### config.mk
export PLATFORM = sky130hd
export DESIGN_NAME = bbuf_ctrl
export DESIGN_NICKNAME = d
export VERILOG_FILES = /design/src/rtl/bbuf_ctrl_pkg.sv /design/src/rtl/bbuf_rd_addr_gen.sv /design/src/rtl/bbuf_ctrl.sv
export SDC_FILE = /design/constraint.sdc
export NUM_CORES = 1
export LEC_CHECK = 0
export CAP_MARGIN = 10
export CORE_UTILIZATION = 50
export DETAILED_ROUTE_END_ITERATION = 8
export GPL_TIMING_DRIVEN = 0
export MAX_ROUTING_LAYER = met4
export PLACE_DENSITY = 0.83
export SYNTH_ARGS = -nofsm -noshare
export SYNTH_HDL_FRONTEND = slang
export SYNTH_HIERARCHICAL = 1
export SYNTH_SLANG_ARGS = --single-unit
### constraint.sdc
create_clock -name clk -period 8 [get_ports clk]
set_input_delay 1.2 -clock clk [delete_from_list [all_inputs] [get_ports clk]]
set_output_delay 1.2 -clock clk [all_outputs]
set_load 0.02 [all_outputs]
### src/rtl/bbuf_ctrl_pkg.sv
// Shared state encodings for the bias-buffer sequencer.
package bbuf_ctrl_pkg;

  typedef enum logic {
    LD_IDLE   = 1'b0,
    LD_ACTIVE = 1'b1
  } ld_state_e;

  typedef enum logic [1:0] {
    RD_IDLE  = 2'd0,
    RD_WAIT  = 2'd1,
    RD_ISSUE = 2'd2
  } rd_state_e;

endpackage

### src/rtl/bbuf_rd_addr_gen.sv
// Read-address generator: walks base..base+count-1, repeated 'repeat' times.
// The address only moves on cycles where a read is actually issued.
module bbuf_rd_addr_gen
  import bbuf_ctrl_pkg::*;
#(
  parameter int BUF_ADDR_WIDTH = 10,
  parameter int LOOP_W         = 16
) (
  input  logic                      clk,
  input  logic                      reset,
  input  logic                      start_i,
  input  logic [BUF_ADDR_WIDTH-1:0] base_i,
  input  logic [LOOP_W-1:0]         count_i,
  input  logic [LOOP_W-1:0]         repeat_i,
  input  logic                      advance_i,
  output logic [BUF_ADDR_WIDTH-1:0] addr_o,
  output logic                      last_o
);

  logic [BUF_ADDR_WIDTH-1:0] base_q, addr_q, addr_d;
  logic [LOOP_W-1:0]         count_q, repeat_q;
  logic [LOOP_W-1:0]         idx_q, idx_d, pass_q, pass_d;
  logic                      end_of_pass;

  assign end_of_pass = (idx_q == count_q - LOOP_W'(1));
  assign last_o      = end_of_pass && (pass_q == repeat_q - LOOP_W'(1));
  assign addr_o      = addr_q;

  // Next address / position: reload base at the end of each pass.
  always_comb begin
    addr_d = addr_q;
    idx_d  = idx_q;
    pass_d = pass_q;
    if (start_i) begin
      addr_d = base_i;
      idx_d  = '0;
      pass_d = '0;
    end else if (advance_i) begin
      if (end_of_pass) begin
        addr_d = base_q;
        idx_d  = '0;
        pass_d = pass_q + LOOP_W'(1);
      end else begin
        addr_d = addr_q + BUF_ADDR_WIDTH'(1);
        idx_d  = idx_q + LOOP_W'(1);
      end
    end
  end

  // Counter state and latched configuration.
  always_ff @(posedge clk or posedge reset) begin
    if (reset) begin
      base_q   <= '0;
      count_q  <= '0;
      repeat_q <= '0;
      addr_q   <= '0;
      idx_q    <= '0;
      pass_q   <= '0;
    end else begin
      addr_q <= addr_d;
      idx_q  <= idx_d;
      pass_q <= pass_d;
      if (start_i) begin
        base_q   <= base_i;
        count_q  <= count_i;
        repeat_q <= repeat_i;
      end
    end
  end

endmodule

### src/rtl/bbuf_ctrl.sv
// Bias-buffer sequencer: load stream -> buffer writes, and per-tile read
// sequence generation with an interlock that holds reads behind a load.
module bbuf_ctrl
  import bbuf_ctrl_pkg::*;
#(
  parameter int MEM_DATA_WIDTH = 64,
  parameter int MEM_ADDR_WIDTH = 11,
  parameter int BUF_ADDR_WIDTH = 10,
  parameter int LOOP_W         = 16,
  parameter int READ_LATENCY   = 2
) (
  input  logic                      clk,
  input  logic                      reset,
  input  logic                      cfg_load_start,
  input  logic [MEM_ADDR_WIDTH-1:0] cfg_load_base,
  input  logic [LOOP_W-1:0]         cfg_load_words,
  input  logic                      ld_data_valid,
  input  logic [MEM_DATA_WIDTH-1:0] ld_data,
  output logic                      ld_data_ready,
  output logic                      mem_write_req,
  output logic [MEM_ADDR_WIDTH-1:0] mem_write_addr,
  output logic [MEM_DATA_WIDTH-1:0] mem_write_data,
  output logic                      load_busy,
  output logic                      load_done,
  input  logic                      cfg_rd_start,
  input  logic [BUF_ADDR_WIDTH-1:0] cfg_rd_base,
  input  logic [LOOP_W-1:0]         cfg_rd_count,
  input  logic [LOOP_W-1:0]         cfg_rd_repeat,
  input  logic                      rd_stall,
  output logic                      buf_read_req,
  output logic [BUF_ADDR_WIDTH-1:0] buf_read_addr,
  output logic                      bias_valid,
  output logic                      rd_busy,
  output logic                      rd_done
);

  ld_state_e                 ld_state_q;
  logic [MEM_ADDR_WIDTH-1:0] ld_addr_q;
  logic [LOOP_W-1:0]         ld_left_q;
  logic                      wr_req_q;
  logic [MEM_ADDR_WIDTH-1:0] wr_addr_q;
  logic [MEM_DATA_WIDTH-1:0] wr_data_q;
  logic                      load_done_q;

  rd_state_e                 rd_state_q;
  logic                      rd_zero_done_q;
  logic                      rd_gen_start;
  logic                      rd_gen_last;
  logic                      rd_cfg_empty;
  logic [READ_LATENCY-1:0]   bias_pipe_q;

  assign ld_data_ready  = (ld_state_q == LD_ACTIVE);
  assign load_busy      = (ld_state_q == LD_ACTIVE);
  assign mem_write_req  = wr_req_q;
  assign mem_write_addr = wr_addr_q;
  assign mem_write_data = wr_data_q;
  assign load_done      = load_done_q;

  // Load FSM: latch config, then turn each accepted beat into a registered write.
  always_ff @(posedge clk or posedge reset) begin
    if (reset) begin
      ld_state_q  <= LD_IDLE;
      ld_addr_q   <= '0;
      ld_left_q   <= '0;
      wr_req_q    <= 1'b0;
      wr_addr_q   <= '0;
      wr_data_q   <= '0;
      load_done_q <= 1'b0;
    end else begin
      wr_req_q    <= 1'b0;
      load_done_q <= 1'b0;
      case (ld_state_q)
        LD_IDLE: begin
          if (cfg_load_start) begin
            if (cfg_load_words == '0) begin
              load_done_q <= 1'b1;
            end else begin
              ld_state_q <= LD_ACTIVE;
              ld_addr_q  <= cfg_load_base;
              ld_left_q  <= cfg_load_words;
            end
          end
        end
        LD_ACTIVE: begin
          if (ld_data_valid) begin
            wr_req_q  <= 1'b1;
            wr_addr_q <= ld_addr_q;
            wr_data_q <= ld_data;
            ld_addr_q <= ld_addr_q + MEM_ADDR_WIDTH'(1);
            ld_left_q <= ld_left_q - LOOP_W'(1);
            if (ld_left_q == LOOP_W'(1)) begin
              ld_state_q  <= LD_IDLE;
              load_done_q <= 1'b1;
            end
          end
        end
        default: ld_state_q <= LD_IDLE;
      endcase
    end
  end

  // Read issue is gated by stall in the same cycle so a stalled slot never fires.
  assign rd_cfg_empty  = (cfg_rd_count == '0) || (cfg_rd_repeat == '0);
  assign rd_gen_start  = (rd_state_q == RD_IDLE) && cfg_rd_start;
  assign buf_read_req  = (rd_state_q == RD_ISSUE) && !rd_stall;
  assign rd_done       = rd_zero_done_q || (buf_read_req && rd_gen_last);
  assign rd_busy       = (rd_state_q != RD_IDLE);

  bbuf_rd_addr_gen #(
    .BUF_ADDR_WIDTH (BUF_ADDR_WIDTH),
    .LOOP_W         (LOOP_W)
  ) u_addr_gen (
    .clk       (clk),
    .reset     (reset),
    .start_i   (rd_gen_start),
    .base_i    (cfg_rd_base),
    .count_i   (cfg_rd_count),
    .repeat_i  (cfg_rd_repeat),
    .advance_i (buf_read_req),
    .addr_o    (buf_read_addr),
    .last_o    (rd_gen_last)
  );

  // Read FSM: hold in WAIT while a load is in flight, then issue until the last read.
  always_ff @(posedge clk or posedge reset) begin
    if (reset) begin
      rd_state_q     <= RD_IDLE;
      rd_zero_done_q <= 1'b0;
    end else begin
      rd_zero_done_q <= 1'b0;
      case (rd_state_q)
        RD_IDLE: begin
          if (cfg_rd_start) begin
            if (rd_cfg_empty) begin
              rd_zero_done_q <= 1'b1;
            end else if (load_busy || cfg_load_start) begin
              rd_state_q <= RD_WAIT;
            end else begin
              rd_state_q <= RD_ISSUE;
            end
          end
        end
        RD_WAIT: begin
          if (load_done_q) rd_state_q <= RD_ISSUE;
        end
        RD_ISSUE: begin
          if (buf_read_req && rd_gen_last) rd_state_q <= RD_IDLE;
        end
        default: rd_state_q <= RD_IDLE;
      endcase
    end
  end

  // bias_valid tracks buf_read_req through the buffer's read latency.
  always_ff @(posedge clk or posedge reset) begin
    if (reset) begin
      bias_pipe_q <= '0;
    end else begin
      bias_pipe_q[0] <= buf_read_req;
      for (int i = 1; i < READ_LATENCY; i++) bias_pipe_q[i] <= bias_pipe_q[i-1];
    end
  end

  assign bias_valid = bias_pipe_q[READ_LATENCY-1];

endmodule

==> flow_metrics.env <==
export IMPL_crit_path_start_kind="register"
export IMPL_p_seq_share_pct=43.7
export IMPL_hp_start="bias_pipe_q[0]"
export IMPL_core_area_sq_um=19800
export IMPL_hold_buffers=0
export IMPL_p_leak_uw=0.00589
export IMPL_diodes=0
export IMPL_max_freq_mhz=158
export IMPL_pwr_share_comb_pct=27.9
export IMPL_post_cts_setup_buffers=0
export IMPL_synth_nets=1256
export IMPL_yosysSeqAreaShare_pct=47.5
export IMPL_drt_iter0_drc=785
export IMPL_power_switching_uw=1030
export IMPL_die_area_sq_um=21000
export IMPL_power_internal_uw=1980
export IMPL_drc=0
export IMPL_powerDensity_nw_per_um2=223
export IMPL_tritoncts="built"
export IMPL_crit_path_start="u_addr_gen/count_q[0]"
export IMPL_netlist_instances=1109
export IMPL_portBuffers=231
export IMPL_grt_pass1_wl_mm=48.7
export IMPL_clock_sinks=194
export IMPL_critPathCaptureType="primary output"
export IMPL_cts_resized=0
export IMPL_die_y_microns=145
export IMPL_hold_depth=0
export IMPL_fp_dieW_microns=145
export IMPL_finalHoldViolations=0
export IMPL_layout_drive_gt1_share_pct=8.66
export IMPL_firstDrtPassIters=6
export IMPL_cts_max_level=4
export IMPL_outcome="completed"
export IMPL_period_share_pct=79.0
export IMPL_dr_total_vias=9550
export IMPL_cp_required_ns=6.80
export IMPL_initial_utilization_pct=51.7
export IMPL_place_detailed_hpwl_mm=21.6
export IMPL_setup_tns_ns=0
export IMPL_drt_wirelength_per_cell_microns=18.2
export IMPL_worst_ir_drop_vdd_mv=0.162
export IMPL_slew_headroom_pct=39.4
export IMPL_cp_cell_sequence="inv_1 > ha_1 > or4b_4 > nand4b_1 > xnor2_1 > nor4_1 > nand4_2 > buf_2 > nor4_1 > a31o_2 > clkdlybuf4s50_1"
export IMPL_min_path_type="reg -> reg"
export IMPL_track_usage_pct=29.8
export IMPL_synth_edf_count=0
export IMPL_finalCriticalPeriod_ns=6.32
export IMPL_netSwitchingFraction_pct=34.3
export IMPL_syn_avg_cell_area_sq_um=9.22
export IMPL_fp_row_count=51
export IMPL_maxCapViolCount=0
export IMPL_numCtsBuffers=17
export IMPL_cpMaxStageDelayCell="nor4_1"
export IMPL_crit_fanout=10
export IMPL_wl_met2_mm=14.7
export IMPL_syn_to_final_growth_pct=32.2
export IMPL_grt_pass1_vias=9402
export IMPL_synthArstFlopShare_pct=100
export IMPL_ys_seq_elements=194
export IMPL_wl_mm=29.8
export IMPL_path_clk_slew_ns=0.07
export IMPL_r2r_cells=12
export IMPL_slowest_delay_ns=0.71
export IMPL_hold_path_endpoint="bias_pipe_q[1]"
export IMPL_nNetsFinal=1508
export IMPL_arrival_ns=5.12
export IMPL_clock_skew_ns=0.00887
export IMPL_top_layer_used="met4"
export IMPL_crit_top_cell="nor4_1"
export IMPL_r2r_setup_slack_ns=3.77
export IMPL_vias_per_cell=5.83
export IMPL_wl_met1_mm=12.0
export IMPL_r2r_end="rd_state_q[1]"
export IMPL_place_gp_congestion=0.952
export IMPL_r2r_start="u_addr_gen/count_q[0]"
export IMPL_finalSetupViolations=0
export IMPL_grt_max_degree=68
export IMPL_clock_latency_ns=0.44
export IMPL_clockBufferDepth=2
export IMPL_ant_nets=0
export IMPL_finalMaxSlewViolations=0
export IMPL_rsz0062_at_grt="no"
export IMPL_syn_cell_area_sq_um=10200
export IMPL_worst_slew_pin_slew_ns=0.909
export IMPL_dpl_cell_area_sq_um=12900
export IMPL_final_area_sq_um=13500
export IMPL_overflow=0
export IMPL_ioPinCount=232
export IMPL_ys_warn_count=6
export IMPL_final_core_util_pct=68.3
export IMPL_clkPwrFrac_pct=28.3
export IMPL_root_buffer="clkbuf_16"
export IMPL_synth_ff_type="dfrtp_1"
export IMPL_antenna_found_initial=0
export IMPL_met3_length_mm=2.38
export IMPL_crit_type="reg -> out"
export IMPL_synthDistinctLibCells=74
[power groups by stage]
stage,Clock (uW),Combinational [uW],Sequential (uW)
after global placement,0,803,1320
final,853,842,1320
after CTS,866,839,1310
after floorplan,0,475,1360
after detailed placement,0,833,1330
after global routing,901,921,1350
[cell usage after synthesis, types with 5 or more instances]
master | n | area (sq um)
mux2i_1 | 13 | 130
and2_1 | 6 | 37.5
a211oi_1 | 8 | 60.1
o31ai_1 | 16 | 120
nand3_1 | 32 | 160
nor2b_1 | 14 | 87.6
a31o_2 | 8 | 70.1
a21oi_1 | 39 | 195
a31oi_1 | 9 | 56.3
xor2_1 | 19 | 166
nor4b_1 | 5 | 43.8
nand2_1 | 272 | 1020
or3_1 | 10 | 62.6
or4_1 | 12 | 90.1
nor3_1 | 29 | 145
dfrtp_1 | 194 | 4850
nand4_1 | 21 | 131
buf_1 | 8 | 30.0
mux2_2 | 45 | 507
clkbuf_1 | 44 | 165
and3_1 | 18 | 113
a41oi_1 | 5 | 43.8
ha_1 | 8 | 100
buf_6 | 6 | 67.6
o21ai_0 | 33 | 165
xnor2_1 | 21 | 184
nor4_1 | 22 | 138
nor2_1 | 48 | 180
inv_1 | 39 | 146
nand4b_1 | 6 | 52.6
nand2b_1 | 10 | 62.6
o221a_2 | 5 | 56.3
[metrics by stage]
step	hold WS (ns)	std cells	setup WS, ns	power (uW)
5_1_grt	0.369	1639	1.48	3170
3_5_place_dp	0.337	1607	2.22	2160
4_1_cts	0.368	1639	1.73	3020
2_1_floorplan	0.331	1109	3.70	1830
6_report	0.366	1639	1.68	3010
3_3_place_gp	0.335	1605	2.12	2130
[registers in the layout, summed over array words and instances (netlist names)]
register and cells:
u_addr_gen/addr_o 10, ld_left_q 16, ld_data_ready 1, u_addr_gen/base_q 10, mem_write_addr 11, u_addr_gen/pass_q 16
mem_write_req 1, u_addr_gen/idx_q 16, ld_addr_q 11, rd_zero_done_q 1, load_done 1, rd_state_q 2
mem_write_data 64, u_addr_gen/repeat_q 16, u_addr_gen/count_q 16, bias_pipe_q 2
[worst max path at each step]
| stage | to | cells after the start |
|---|---|---|
| 6_report | rd_done | 11 |
| 2_1_floorplan | rd_done | 10 |
| 3_3_place_gp | mem_write_data[49] | 2 |
| 4_1_cts | rd_done | 11 |
| 5_1_grt | rd_done | 11 |
| 3_5_place_dp | rd_done | 11 |
[cell usage in the layout, fill, tap and decap left out, types with 32 or more instances in the layout]
cell type        count
o21ai_0             33
dfrtp_1            194
a21oi_1             39
clkdlybuf4s50_1    231
nand3_1             32
nand2_1            272
nor2_1              48
mux2_2              45
clkbuf_1            44
inv_1               37
[logic make-up after synthesis]
kind of cell | count (synthesis) | synth area share [%]
buf+inv | 102 | 4.28
simple gates | 529 | 25.2
compound gates | 178 | 12.4
flops | 194 | 47.5
xor+xnor | 40 | 3.43
fa+ha+maj | 8 | 0.979
mux | 58 | 6.23
[layer usage]
| metal | vias to the layer above | track usage, % |
|---|---|---|
| met1 | 4627 | 36.4 |
| met4 | 0 | 9.52 |
| met5 | - | - |
| met3 | 72 | 6.26 |
| met2 | 428 | 49.3 |
| li1 | 4423 | - |
[worst max-delay path: cells and delay by family (launching register included)]
kind	cells	cell delay (ns)
adders and majority gates	1	0.25
DFF	1	0.44
and+or+nand+nor	5	2.37
buffers and inverters	3	1.13
AOI/OAI and AO/OA	1	0.27
xor gates and xnor gates	1	0.21
[area by class of cell]
cell class	count	area, sq um
multi-input combinational	813	4930
clock inverter	15	161
sequential	194	4850
clock buffer	17	425
buffer	62	288
fill	1556	6270
tap	265	332
timing repair buffer	233	2370
inverter	40	155
No activity file was read; power rests on OpenSTA's default activity.
